$ cat config.mk
export PLATFORM = sky130hd
export DESIGN_NAME = aes_inv_subbytes_flat
export DESIGN_NICKNAME = d
export VERILOG_FILES = /design/src/rtl/aes_pkg.sv /design/src/rtl/aes_inv_subbytes_if.sv /design/src/rtl/aes_inv_sbox_byte.sv /design/src/rtl/gf4_inv.sv /design/src/rtl/spem.sv /design/src/rtl/aes_inv_subbytes.sv /design/src/flat_wrapper.sv
export SDC_FILE = /design/constraint.sdc
export NUM_CORES = 1
export LEC_CHECK = 0
export ABC_CLOCK_PERIOD_IN_PS = 34900
export CORE_ASPECT_RATIO = 1.2
export CORE_MARGIN = 2
export CORE_UTILIZATION = 50
export CTS_CLUSTER_SIZE = 24
export DETAILED_ROUTE_END_ITERATION = 10
export HOLD_SLACK_MARGIN = 0.02
export PLACE_DENSITY_LB_ADDON = 0.3
export SKIP_CTS_REPAIR_TIMING = 1
export SYNTH_ARGS = -nofsm -noshare
export SYNTH_HDL_FRONTEND = slang
export SYNTH_HIERARCHICAL = 1
export SYNTH_SLANG_ARGS = --single-unit
$ cat constraint.sdc
create_clock -name clk -period 34.9 [get_ports clk]
set_clock_uncertainty 0.1 [all_clocks]
set_input_delay 6.98 -clock clk [delete_from_list [all_inputs] [get_ports clk]]
set_output_delay 6.98 -clock clk [all_outputs]
set_load 0.05 [all_outputs]
$ cat src/rtl/aes_pkg.sv
// Shared AES field constants and helpers for the S-box paths.
// GF(2^4) uses x^4+x+1; GF(2^8) is built as GF(2^4)[Y]/(Y^2+Y+lambda).
package aes_pkg;

  typedef enum logic [1:0] {
    IDLE = 2'd0,
    BUSY = 2'd1,
    DONE = 2'd2
  } inv_sb_state_t;

  localparam logic [7:0] INV_AFFINE_C = 8'h05;
  localparam logic [3:0] GF4_LAMBDA   = 4'hC;

  // Column j holds the image of input bit j.
  typedef logic [7:0][7:0] bit_mat_t;

  function automatic logic [3:0] gf4_mul(input logic [3:0] a, input logic [3:0] b);
    logic [3:0] acc;
    logic [3:0] sh;
    acc = '0;
    sh  = a;
    for (int i = 0; i < 4; i++) begin
      if (b[i]) acc = acc ^ sh;
      sh = {sh[2:0], 1'b0} ^ (sh[3] ? 4'h3 : 4'h0);
    end
    return acc;
  endfunction

  function automatic logic [3:0] gf4_sq(input logic [3:0] a);
    return gf4_mul(a, a);
  endfunction

  function automatic logic [3:0] gf4_sq_scale(input logic [3:0] a);
    return gf4_mul(GF4_LAMBDA, gf4_sq(a));
  endfunction

  // a^14 is the inverse for a != 0 and leaves 0 at 0.
  function automatic logic [3:0] gf4_pow14(input logic [3:0] a);
    logic [3:0] a2, a4, a8;
    a2 = gf4_sq(a);
    a4 = gf4_sq(a2);
    a8 = gf4_sq(a4);
    return gf4_mul(gf4_mul(a2, a4), a8);
  endfunction

  function automatic logic [7:0] gf8_mul(input logic [7:0] a, input logic [7:0] b);
    logic [7:0] acc;
    logic [7:0] sh;
    acc = '0;
    sh  = a;
    for (int i = 0; i < 8; i++) begin
      if (b[i]) acc = acc ^ sh;
      sh = {sh[6:0], 1'b0} ^ (sh[7] ? 8'h1B : 8'h00);
    end
    return acc;
  endfunction

  function automatic logic [7:0] mat_apply(input bit_mat_t m, input logic [7:0] v);
    logic [7:0] r;
    r = '0;
    for (int j = 0; j < 8; j++) begin
      if (v[j]) r = r ^ m[j];
    end
    return r;
  endfunction

  // Composite -> AES basis: low nibble bit i maps to w^i, high nibble bit i to Y*w^i,
  // where w is a root of x^4+x+1 and Y a root of Y^2+Y+lambda, both found in GF(2^8).
  function automatic bit_mat_t build_iso_inv();
    bit_mat_t         m;
    logic [3:0][7:0]  pw;
    logic [7:0]       omega, y, lam, p;
    logic             found_w, found_y;
    m = '0; omega = '0; y = '0; found_w = 1'b0; found_y = 1'b0;
    for (int v = 2; v < 256; v++) begin
      p = 8'(v);
      if (!found_w && ((gf8_mul(gf8_mul(gf8_mul(p, p), p), p) ^ p) == 8'h01)) begin
        omega   = p;
        found_w = 1'b1;
      end
    end
    pw[0] = 8'h01;
    for (int i = 1; i < 4; i++) pw[i] = gf8_mul(pw[i-1], omega);
    lam = '0;
    for (int i = 0; i < 4; i++) begin
      if (GF4_LAMBDA[i]) lam = lam ^ pw[i];
    end
    for (int v = 2; v < 256; v++) begin
      p = 8'(v);
      if (!found_y && ((gf8_mul(p, p) ^ p) == lam)) begin
        y       = p;
        found_y = 1'b1;
      end
    end
    for (int i = 0; i < 4; i++) begin
      m[i]   = pw[i];
      m[i+4] = gf8_mul(y, pw[i]);
    end
    return m;
  endfunction

  function automatic bit_mat_t build_iso_fwd(input bit_mat_t inv);
    bit_mat_t   m;
    logic [7:0] img;
    m = '0;
    for (int c = 0; c < 256; c++) begin
      img = mat_apply(inv, 8'(c));
      for (int i = 0; i < 8; i++) begin
        if (img == (8'h01 << i)) m[i] = 8'(c);
      end
    end
    return m;
  endfunction

  localparam bit_mat_t ISO_INV = build_iso_inv();
  localparam bit_mat_t ISO_FWD = build_iso_fwd(ISO_INV);

  function automatic logic [7:0] inv_affine(input logic [7:0] b);
    return {b[6:0], b[7]} ^ {b[4:0], b[7:5]} ^ {b[1:0], b[7:2]} ^ INV_AFFINE_C;
  endfunction

endpackage

$ cat src/rtl/aes_inv_subbytes_if.sv
// State-in / state-out handshake bundle for the InvSubBytes engine.
// A transfer happens on a rising edge where valid && ready; the sender holds data while valid is high and ready is low.
interface aes_inv_subbytes_if;
  logic         in_valid;
  logic         in_ready;
  logic [127:0] in_state;
  logic         out_valid;
  logic         out_ready;
  logic [127:0] out_state;

  modport master (output in_valid, in_state, out_ready,
                  input  in_ready, out_valid, out_state);
  modport slave  (input  in_valid, in_state, out_ready,
                  output in_ready, out_valid, out_state);
endinterface

$ cat src/rtl/aes_inv_sbox_byte.sv
// Combinational inverse S-box for one byte: inverse affine, then inversion in GF((2^4)^2).
module aes_inv_sbox_byte
  import aes_pkg::*;
(
  input  logic [7:0] byte_i,
  output logic [7:0] byte_o
);
  logic [7:0] aff, comp;
  logic [3:0] ah, al, hl, norm, norm_inv, oh, ol;

  assign aff  = inv_affine(byte_i);
  assign comp = mat_apply(ISO_FWD, aff);
  assign ah   = comp[7:4];
  assign al   = comp[3:0];

  spem u_hl (.a_i(ah), .b_i(al), .p_o(hl));

  // Norm of ah*Y+al against its conjugate ah*(Y+1)+al.
  assign norm = gf4_sq_scale(ah) ^ hl ^ gf4_sq(al);

  gf4_inv u_inv (.a_i(norm), .a_inv_o(norm_inv));

  spem u_oh (.a_i(ah),      .b_i(norm_inv), .p_o(oh));
  spem u_ol (.a_i(ah ^ al), .b_i(norm_inv), .p_o(ol));

  assign byte_o = mat_apply(ISO_INV, {oh, ol});
endmodule

$ cat src/rtl/gf4_inv.sv
// GF(2^4) multiplicative inverse with 0 mapping to 0.
module gf4_inv
  import aes_pkg::*;
(
  input  logic [3:0] a_i,
  output logic [3:0] a_inv_o
);
  assign a_inv_o = gf4_pow14(a_i);
endmodule

$ cat src/rtl/spem.sv
// GF(2^4) multiplier, polynomial basis, modulus x^4+x+1.
module spem
  import aes_pkg::*;
(
  input  logic [3:0] a_i,
  input  logic [3:0] b_i,
  output logic [3:0] p_o
);
  assign p_o = gf4_mul(a_i, b_i);
endmodule

$ cat src/rtl/aes_inv_subbytes.sv
// Iterative InvSubBytes: BYTES_PER_CYCLE parallel inverse S-boxes sweep a 128-bit state lowest chunk first.
module aes_inv_subbytes
  import aes_pkg::*;
#(
  parameter  int BYTES_PER_CYCLE = 4,
  localparam int N     = 16 / BYTES_PER_CYCLE,
  localparam int CNT_W = (N > 1) ? $clog2(N) : 1
) (
  input  logic               clk,
  input  logic               rst,
  aes_inv_subbytes_if.slave  bus,
  output inv_sb_state_t      dbg_state_o,
  output logic [CNT_W-1:0]   dbg_cnt_o
);

  if (!(BYTES_PER_CYCLE == 1 || BYTES_PER_CYCLE == 2 || BYTES_PER_CYCLE == 4 ||
        BYTES_PER_CYCLE == 8 || BYTES_PER_CYCLE == 16)) begin : g_bad_param
    $error("aes_inv_subbytes: BYTES_PER_CYCLE must be 1, 2, 4, 8 or 16");
  end

  inv_sb_state_t    state_q, state_d;
  logic [CNT_W-1:0] cnt_q, cnt_d;
  logic [127:0]     work_q, work_d;
  logic [7:0]       sb_in  [BYTES_PER_CYCLE];
  logic [7:0]       sb_out [BYTES_PER_CYCLE];

  for (genvar g = 0; g < BYTES_PER_CYCLE; g++) begin : g_sbox
    aes_inv_sbox_byte u_sbox (.byte_i(sb_in[g]), .byte_o(sb_out[g]));
  end

  always_comb begin
    for (int g = 0; g < BYTES_PER_CYCLE; g++) begin
      sb_in[g] = work_q[8*(int'(cnt_q)*BYTES_PER_CYCLE + g) +: 8];
    end
  end

  always_ff @(posedge clk) begin
    if (rst) begin
      state_q <= IDLE;
      cnt_q   <= '0;
      work_q  <= '0;
    end else begin
      state_q <= state_d;
      cnt_q   <= cnt_d;
      work_q  <= work_d;
    end
  end

  always_comb begin
    state_d = state_q;
    cnt_d   = cnt_q;
    work_d  = work_q;
    case (state_q)
      IDLE: begin
        if (bus.in_valid) begin
          work_d  = bus.in_state;
          cnt_d   = '0;
          state_d = BUSY;
        end
      end
      BUSY: begin
        for (int g = 0; g < BYTES_PER_CYCLE; g++) begin
          work_d[8*(int'(cnt_q)*BYTES_PER_CYCLE + g) +: 8] = sb_out[g];
        end
        // cnt holds at N-1 through DONE and is cleared on the next accept.
        if (int'(cnt_q) == N - 1) state_d = DONE;
        else                      cnt_d   = cnt_q + 1'b1;
      end
      DONE: begin
        if (bus.out_ready) state_d = IDLE;
      end
      default: state_d = IDLE;
    endcase
  end

  assign bus.in_ready  = (state_q == IDLE);
  assign bus.out_valid = (state_q == DONE);
  assign bus.out_state = work_q;
  assign dbg_state_o   = state_q;
  assign dbg_cnt_o     = cnt_q;

endmodule

$ cat src/flat_wrapper.sv
// flat-port wrapper written by rule: the top's interface ports become plain ports
module aes_inv_subbytes_flat import aes_pkg::*;
#(
  parameter  int BYTES_PER_CYCLE = 4,
  localparam int N     = 16 / BYTES_PER_CYCLE,
  localparam int CNT_W = (N > 1) ? $clog2(N) : 1
)
  (clk, rst, dbg_state_o, dbg_cnt_o, bus_in_valid, bus_in_state, bus_out_ready, bus_in_ready, bus_out_valid, bus_out_state);
  aes_inv_subbytes_if bus_i ();
  input  logic clk;
  input  logic rst;
  output inv_sb_state_t dbg_state_o;
  output logic [CNT_W-1:0] dbg_cnt_o;
  input wire logic [$bits(bus_i.in_valid)-1:0] bus_in_valid;
  input wire logic [$bits(bus_i.in_state)-1:0] bus_in_state;
  input wire logic [$bits(bus_i.out_ready)-1:0] bus_out_ready;
  output wire logic [$bits(bus_i.in_ready)-1:0] bus_in_ready;
  output wire logic [$bits(bus_i.out_valid)-1:0] bus_out_valid;
  output wire logic [$bits(bus_i.out_state)-1:0] bus_out_state;
  assign bus_i.in_valid = bus_in_valid;
  assign bus_i.in_state = bus_in_state;
  assign bus_i.out_ready = bus_out_ready;
  assign bus_in_ready = bus_i.in_ready;
  assign bus_out_valid = bus_i.out_valid;
  assign bus_out_state = bus_i.out_state;
  aes_inv_subbytes #(.BYTES_PER_CYCLE(BYTES_PER_CYCLE)) u_core (.clk(clk), .rst(rst), .bus(bus_i), .dbg_state_o(dbg_state_o), .dbg_cnt_o(dbg_cnt_o));
endmodule
* Yosys cells after proc, flatten, opt, wreduce, memory -nomap -nowiden
Cells that the tools add are included.
** Storage, ports and cells
- Word-level logic and storage cells :: 668
- Output and inout port bits :: 134
- Flip-flop bits (word level) :: 132
** Operators by class
- Bitwise operators :: 296
- Shifts and indexed selects :: 12
- Reductions and logical operators :: 5
- Eq/ne operators :: 7
- Mux-type cells :: 337
- Add/subtract/negate cells :: 8
** Operator list (count)
- bitwise XOR 4 bit :: 204
- two-way mux 4 bit :: 172
- bitwise mux 128 bit :: 4
- variable shift 8 x 33 -> 128 bit (first input constant) :: 4
- variable part select 8 x 33 -> 128 bit :: 4
- one-hot mux 128 bit (2 select lines) :: 1
- variable part select 128 x 32 -> 8 bit :: 2
- two-way mux 2 bit :: 89
- two-way mux 7 bit :: 24
- two-way mux 128 bit :: 1
- two-way mux 8 bit :: 16
- variable part select 128 x 8 -> 8 bit :: 1
- variable part select 128 x 9 -> 8 bit :: 1
- negation 32 -> 33 bit :: 3
- inverter 5 bit :: 16
- two-way mux 6 bit :: 12
- bitwise XOR 8 bit :: 8
- inverter 6 bit :: 8
- bitwise XOR 4 x 2 -> 4 bit :: 12
- inverter 3 bit :: 12
- negation 7 -> 33 bit :: 1
- inverter 2 bit :: 16
- two-way mux 3 bit :: 8
- inverter 5 -> 6 bit :: 4
- other kinds (18) :: 42

* Longest topological paths before layout
- Depth in word-level cells :: 93
- Mapped depth :: 45

* Hierarchy
Netlist, hierarchy kept.
** Modules (own cells, without submodules)
- aes_inv_subbytes :: times used 1, seq. area each 2642.5 µm², area an instance 7961.4 µm², cells an instance 824
- spem :: times used 12, seq. area each 0.0 µm², area an instance 254.0 µm², cells an instance 35
- gf4_inv (u_core.g_sbox[2].u_sbox.u_inv ...) :: times used 2, seq. area each 0.0 µm², area an instance 1432.6 µm², cells an instance 197
- aes_inv_sbox_byte (u_core.g_sbox[1].u_sbox ...) :: times used 3, seq. area each 0.0 µm², area an instance 819.5 µm², cells an instance 83
- gf4_inv (u_core.g_sbox[1].u_sbox.u_inv) :: times used 1, seq. area each 0.0 µm², area an instance 1570.3 µm², cells an instance 211
- gf4_inv (u_core.g_sbox[0].u_sbox.u_inv) :: times used 1, seq. area each 0.0 µm², area an instance 1173.6 µm², cells an instance 156
- aes_inv_sbox_byte (u_core.g_sbox[0].u_sbox) :: times used 1, seq. area each 0.0 µm², area an instance 815.8 µm², cells an instance 91

* Worst setup path before layout
OpenSTA, ideal clock, no wires.
- Path kind :: flip-flop to flip-flop
- Start :: reg u_core.cnt_q[0] (netlist: u_core/dbg_cnt_o[0])
- End :: reg u_core.work_q[78] (netlist: u_core/bus.out_state[78])
- Required time :: 34.660 ns
- Slack :: 22.619 ns
- Stages on the path, launching flop included :: 44
- Clock period less this slack :: 12.281 ns
- Path buffers :: 5
- Arrival :: 12.041 ns
- Library setup time :: 0.140 ns
- Cells stage by stage :: dfxtp_1 buf_2 buf_2 mux4_2 buf_2 xnor2_2 xor2_2 xor2_2 xnor2_1 ha_1 buf_1 nand2_1 o21ai_0 mux4_2 xor3_1 xnor3_1 ha_1 buf_4 [... 8 more ...] ha_1 inv_1 xnor3_1 nor2_1 a211oi_1 o311a_1 o31a_1 a21o_1 a211oi_1 nand2b_1 o21ai_0 a22oi_1 xnor2_1 xnor2_1 xnor2_1 xnor2_1 a2111oi_0 a211oi_1
** RTL lines
- start, declared :: RTL line aes_inv_subbytes.sv:22 : logic [CNT_W-1:0] cnt_q, cnt_d;
- start signal, assigned :: RTL line aes_inv_subbytes.sv:44 : cnt_q <= cnt_d;
- end signal, assigned :: RTL line aes_inv_subbytes.sv:45 : work_q <= work_d;
- end, declared :: RTL line aes_inv_subbytes.sv:23 : logic [127:0] work_q, work_d;

==> summary by stage <==
Final layout
The count of nets after finishing is 2620. The layout cell share with drive strength beyond 1 is 12.9%. The post-synthesis to final-layout area growth is 14.8%. The number of fill cells is 3466.

Timing
Setup violations remaining at the end of the flow were counted as 0. The slew at the pin with the worst max-slew slack is 1.21 ns. The normalized max-slew margin is 19.2%. The final critical path takes up 43.0% of the cycle. For this run, the top clock speed supported by timing is 66.7 MHz. The final count of hold timing violations is 0. After routing, the total negative slack on setup checks comes to 0 ns. The minimum period implied by the final worst setup slack is 14.99 ns. The count of pins over their slew limit came to 0. Setup repair after global routing left no endpoint under its margin.

Global routing
Entering global routing, the biggest net connects 82 pins. The first global-routing pass estimated 101 mm of wire. The total congestion overflow after global routing is 0.

The overall routing resource usage is 30.6%. The via count of the first global-routing pass is 18800. The initial antenna violation count is 1.

Synthesis
The cell area after synthesis is 19900 um2. Sorting the synthesized cells by area gives the leading types as dfxtp_1, xnor2_1, xor2_1, mux4_2, nand2_1. Counting flops and latches in the post-synthesis netlist gives 132. The count of yosys warnings during synthesis is 6. The biggest area contributor in the post-synthesis netlist is dfxtp_1. The synthesized design contains 0 enable-type register cells. The most used flip-flop cell after synthesis is dfxtp_1.

The share of flip-flops with an asynchronous set or reset is 0%. The netlist uses 111 different library cells. The synthesized design devotes to its leading area cell type 13.3% of total area.

Synthesis produced 2345 cells. The proportion of synthesized chip area in sequential cells is 13.3%. The synthesized area divided by synthesized cell count is 8.48 um2. The net count of the mapped netlist is 2510.

Detailed routing
After detailed routing, the total wire length is 64.8 mm. After detailed routing, the average wire length per cell comes to 21.6 um. The pre-antenna-repair detailed-routing pass consisted of 8 iterations. The via count normalized by instance count is 6.33. The remaining antenna violation count after routing is 0. For this run, design rule violations remaining after detail routing come to 0. In this run, the number of DRC markers left after iteration 0 of detailed routing was 1803. The via count of the routed design is 19000.

Worst setup path
STA classifies the critical path startpoint as a register. The library cell contributing the largest single delay on the critical path is a211oi_1. At the worst endpoint, the required time is 35.07 ns.

The nature of the critical path endpoint is a register. The largest single stage delay on the critical path is 0.97 ns. Along the worst path, the maximum fanout reaches 24. Data arrives at the worst endpoint at 15.17 ns. The category of the most critical setup path is register to register. By instance count, the cell type seen most on the critical path is ha_1.

Placed design
The count of buffers added on input and output ports is 265. The placed wire-length estimate after detailed placement is 45.7 mm. The congestion estimate from routability-driven global placement came to 0.911.

Die
The floorplan has 80 rows. After floorplanning, the core was sized to cover 39500 um2. For this configuration, the core starts out at a cell density of 50.3%. 266 I/O pins were placed. The die covers 41400 um2. From bottom edge to top edge, the die measures 223 um.

The die is 186 um wide.

Clock network
The insertion delay of the later-clocked pin in the worst-skew pair is 0.44 ns. The CTS sink count is 132. The TritonCTS clock tree is done. The number of H-tree levels is 4. The clock passes through at most 2 buffers. The number of buffers created by CTS is 17.

The tree is rooted in a clkbuf_16. The clock transition at the registers of the reported paths is 0.06 ns.

Worst hold path
The tightest min-delay check is of the register to register type.

Status
The run finished with clean final reports.

Job
Max-cap violations in this run came to 0.
placed cells by master (no fill, tap or decap), drive strengths merged, types with 11 or more instances in the layout:
| cell type | instances |
|---|---|
| mux4 | 39 |
| inv | 106 |
| o2bb2ai | 18 |
| clkdlybuf4s50 | 264 |
| dfxtp | 132 |
| nor4 | 14 |
| nor2b | 76 |
| a21oi | 121 |
| nor3 | 29 |
| mux2i | 47 |
| nor3b | 16 |
| a22oi | 37 |
| buf | 33 |
| nand4 | 21 |
| clkbuf | 20 |
| xor2 | 148 |
| nor2 | 59 |
| nand2b | 103 |
| xnor3 | 26 |
| nand2 | 176 |
| a221oi | 23 |
| a31oi | 12 |
| mux2 | 59 |
| a2111oi | 56 |
| nand3 | 78 |
| o2111ai | 13 |
| a211oi | 83 |
| xnor2 | 258 |
| o211ai | 12 |
| ha | 33 |
| and3 | 17 |
| a211o | 11 |
| and2 | 13 |
| o21ai | 105 |
| a311oi | 48 |
Yosys cell counts, types with 16 or more instances:
cell,number
nor3_1,26
a22oi_1,37
buf_6,50
a21oi_1,108
inv_1,98
a211oi_1,78
buf_2,67
nand2_1,176
xnor3_1,20
mux2i_1,40
xnor2_1,242
nand3_1,77
o21ai_0,95
dfxtp_1,132
xor2_1,141
o2bb2ai_1,17
nor2_1,59
mux2_2,56
ha_1,33
nand4_1,21
nor2b_1,76
a311oi_2,40
nand2b_1,103
buf_4,16
clkbuf_1,63
mux4_2,39
a2111oi_0,55
critical path, delay by kind of cell (launching register included):
kind / cells / cell delay [ns]
compound gates: 10 / 3.36
xor+xnor: 13 / 6.02
fa+ha+maj: 4 / 2.16
buf+inv: 3 / 0.56
flops: 1 / 0.61
mux: 2 / 1.28
simple gates: 5 / 0.73
per-layer routing:
metal	up-vias	part of all wire, %	GRT usage, %
li1	8756	-	-
met5	-	0	0
met4	0	4.6	15.2
met1	9071	39	36.7
met3	213	7.3	4.59
met2	961	49	52.8
sequential cells by signal, summed over array words and instances (netlist names):
name and count:
u_core/bus.out_state 128, u_core/dbg_cnt_o 2, u_core/dbg_state_o 2
cell type report:
cell class	instances	area, um2	share of cell area (%)
repair buffers	297	2890	12.7
inverters	105	397	1.74
clock inverters	12	153	0.669
diodes	2	5.00	0.0219
flip-flops and latches	132	2650	11.6
clock buffers	20	467	2.04
multi-input cells	1902	15600	68.3
well taps	533	667	2.92
cells by family after synthesis:
kind of cell               share of synthesized area, %
and+or+nand+nor                                    18.5
buffers and inverters                              8.55
adders and majority gates                          2.08
DFF                                                13.3
muxes                                              10.5
AOI/OAI and AO/OA                                  24.0
xor gates and xnor gates                           23.1
path summary, 6_finish.rpt:
| check | start | slack, ns | cells past startpoint | to |
|---|---|---|---|---|
| min | u_core/bus.out_state[17]$_SDFFE_PP0P_ | 0.37 | 2 | u_core/bus.out_state[17]$_SDFFE_PP0P_ |
| max reg2reg | u_core/dbg_cnt_o[0]$_SDFFE_PP0P_ | 19.91 | 37 | u_core/bus.out_state[13]$_SDFFE_PP0P_ |
| max | u_core/dbg_cnt_o[0]$_SDFFE_PP0P_ | 19.91 | 37 | u_core/bus.out_state[13]$_SDFFE_PP0P_ |
| min reg2reg | u_core/bus.out_state[17]$_SDFFE_PP0P_ | 0.37 | 2 | u_core/bus.out_state[17]$_SDFFE_PP0P_ |
through the flow:
step	instance area [um2]	setup WS [ns]	instances	util, %	hold slack, ns
floorplan	19900	22.62	2345	-	0.581
global placement	22200	20.83	2969	56.2	0.355
detailed placement	22200	20.22	2969	56.2	0.364
CTS	22800	20.14	3001	57.7	0.375
global route	22800	18.87	3001	57.7	0.391
finish	22800	19.91	3003	57.7	0.374
Power is left out: the tool's default activity adds up to more than one toggle a clock period on the data nets, which glitch-free logic cannot reach.
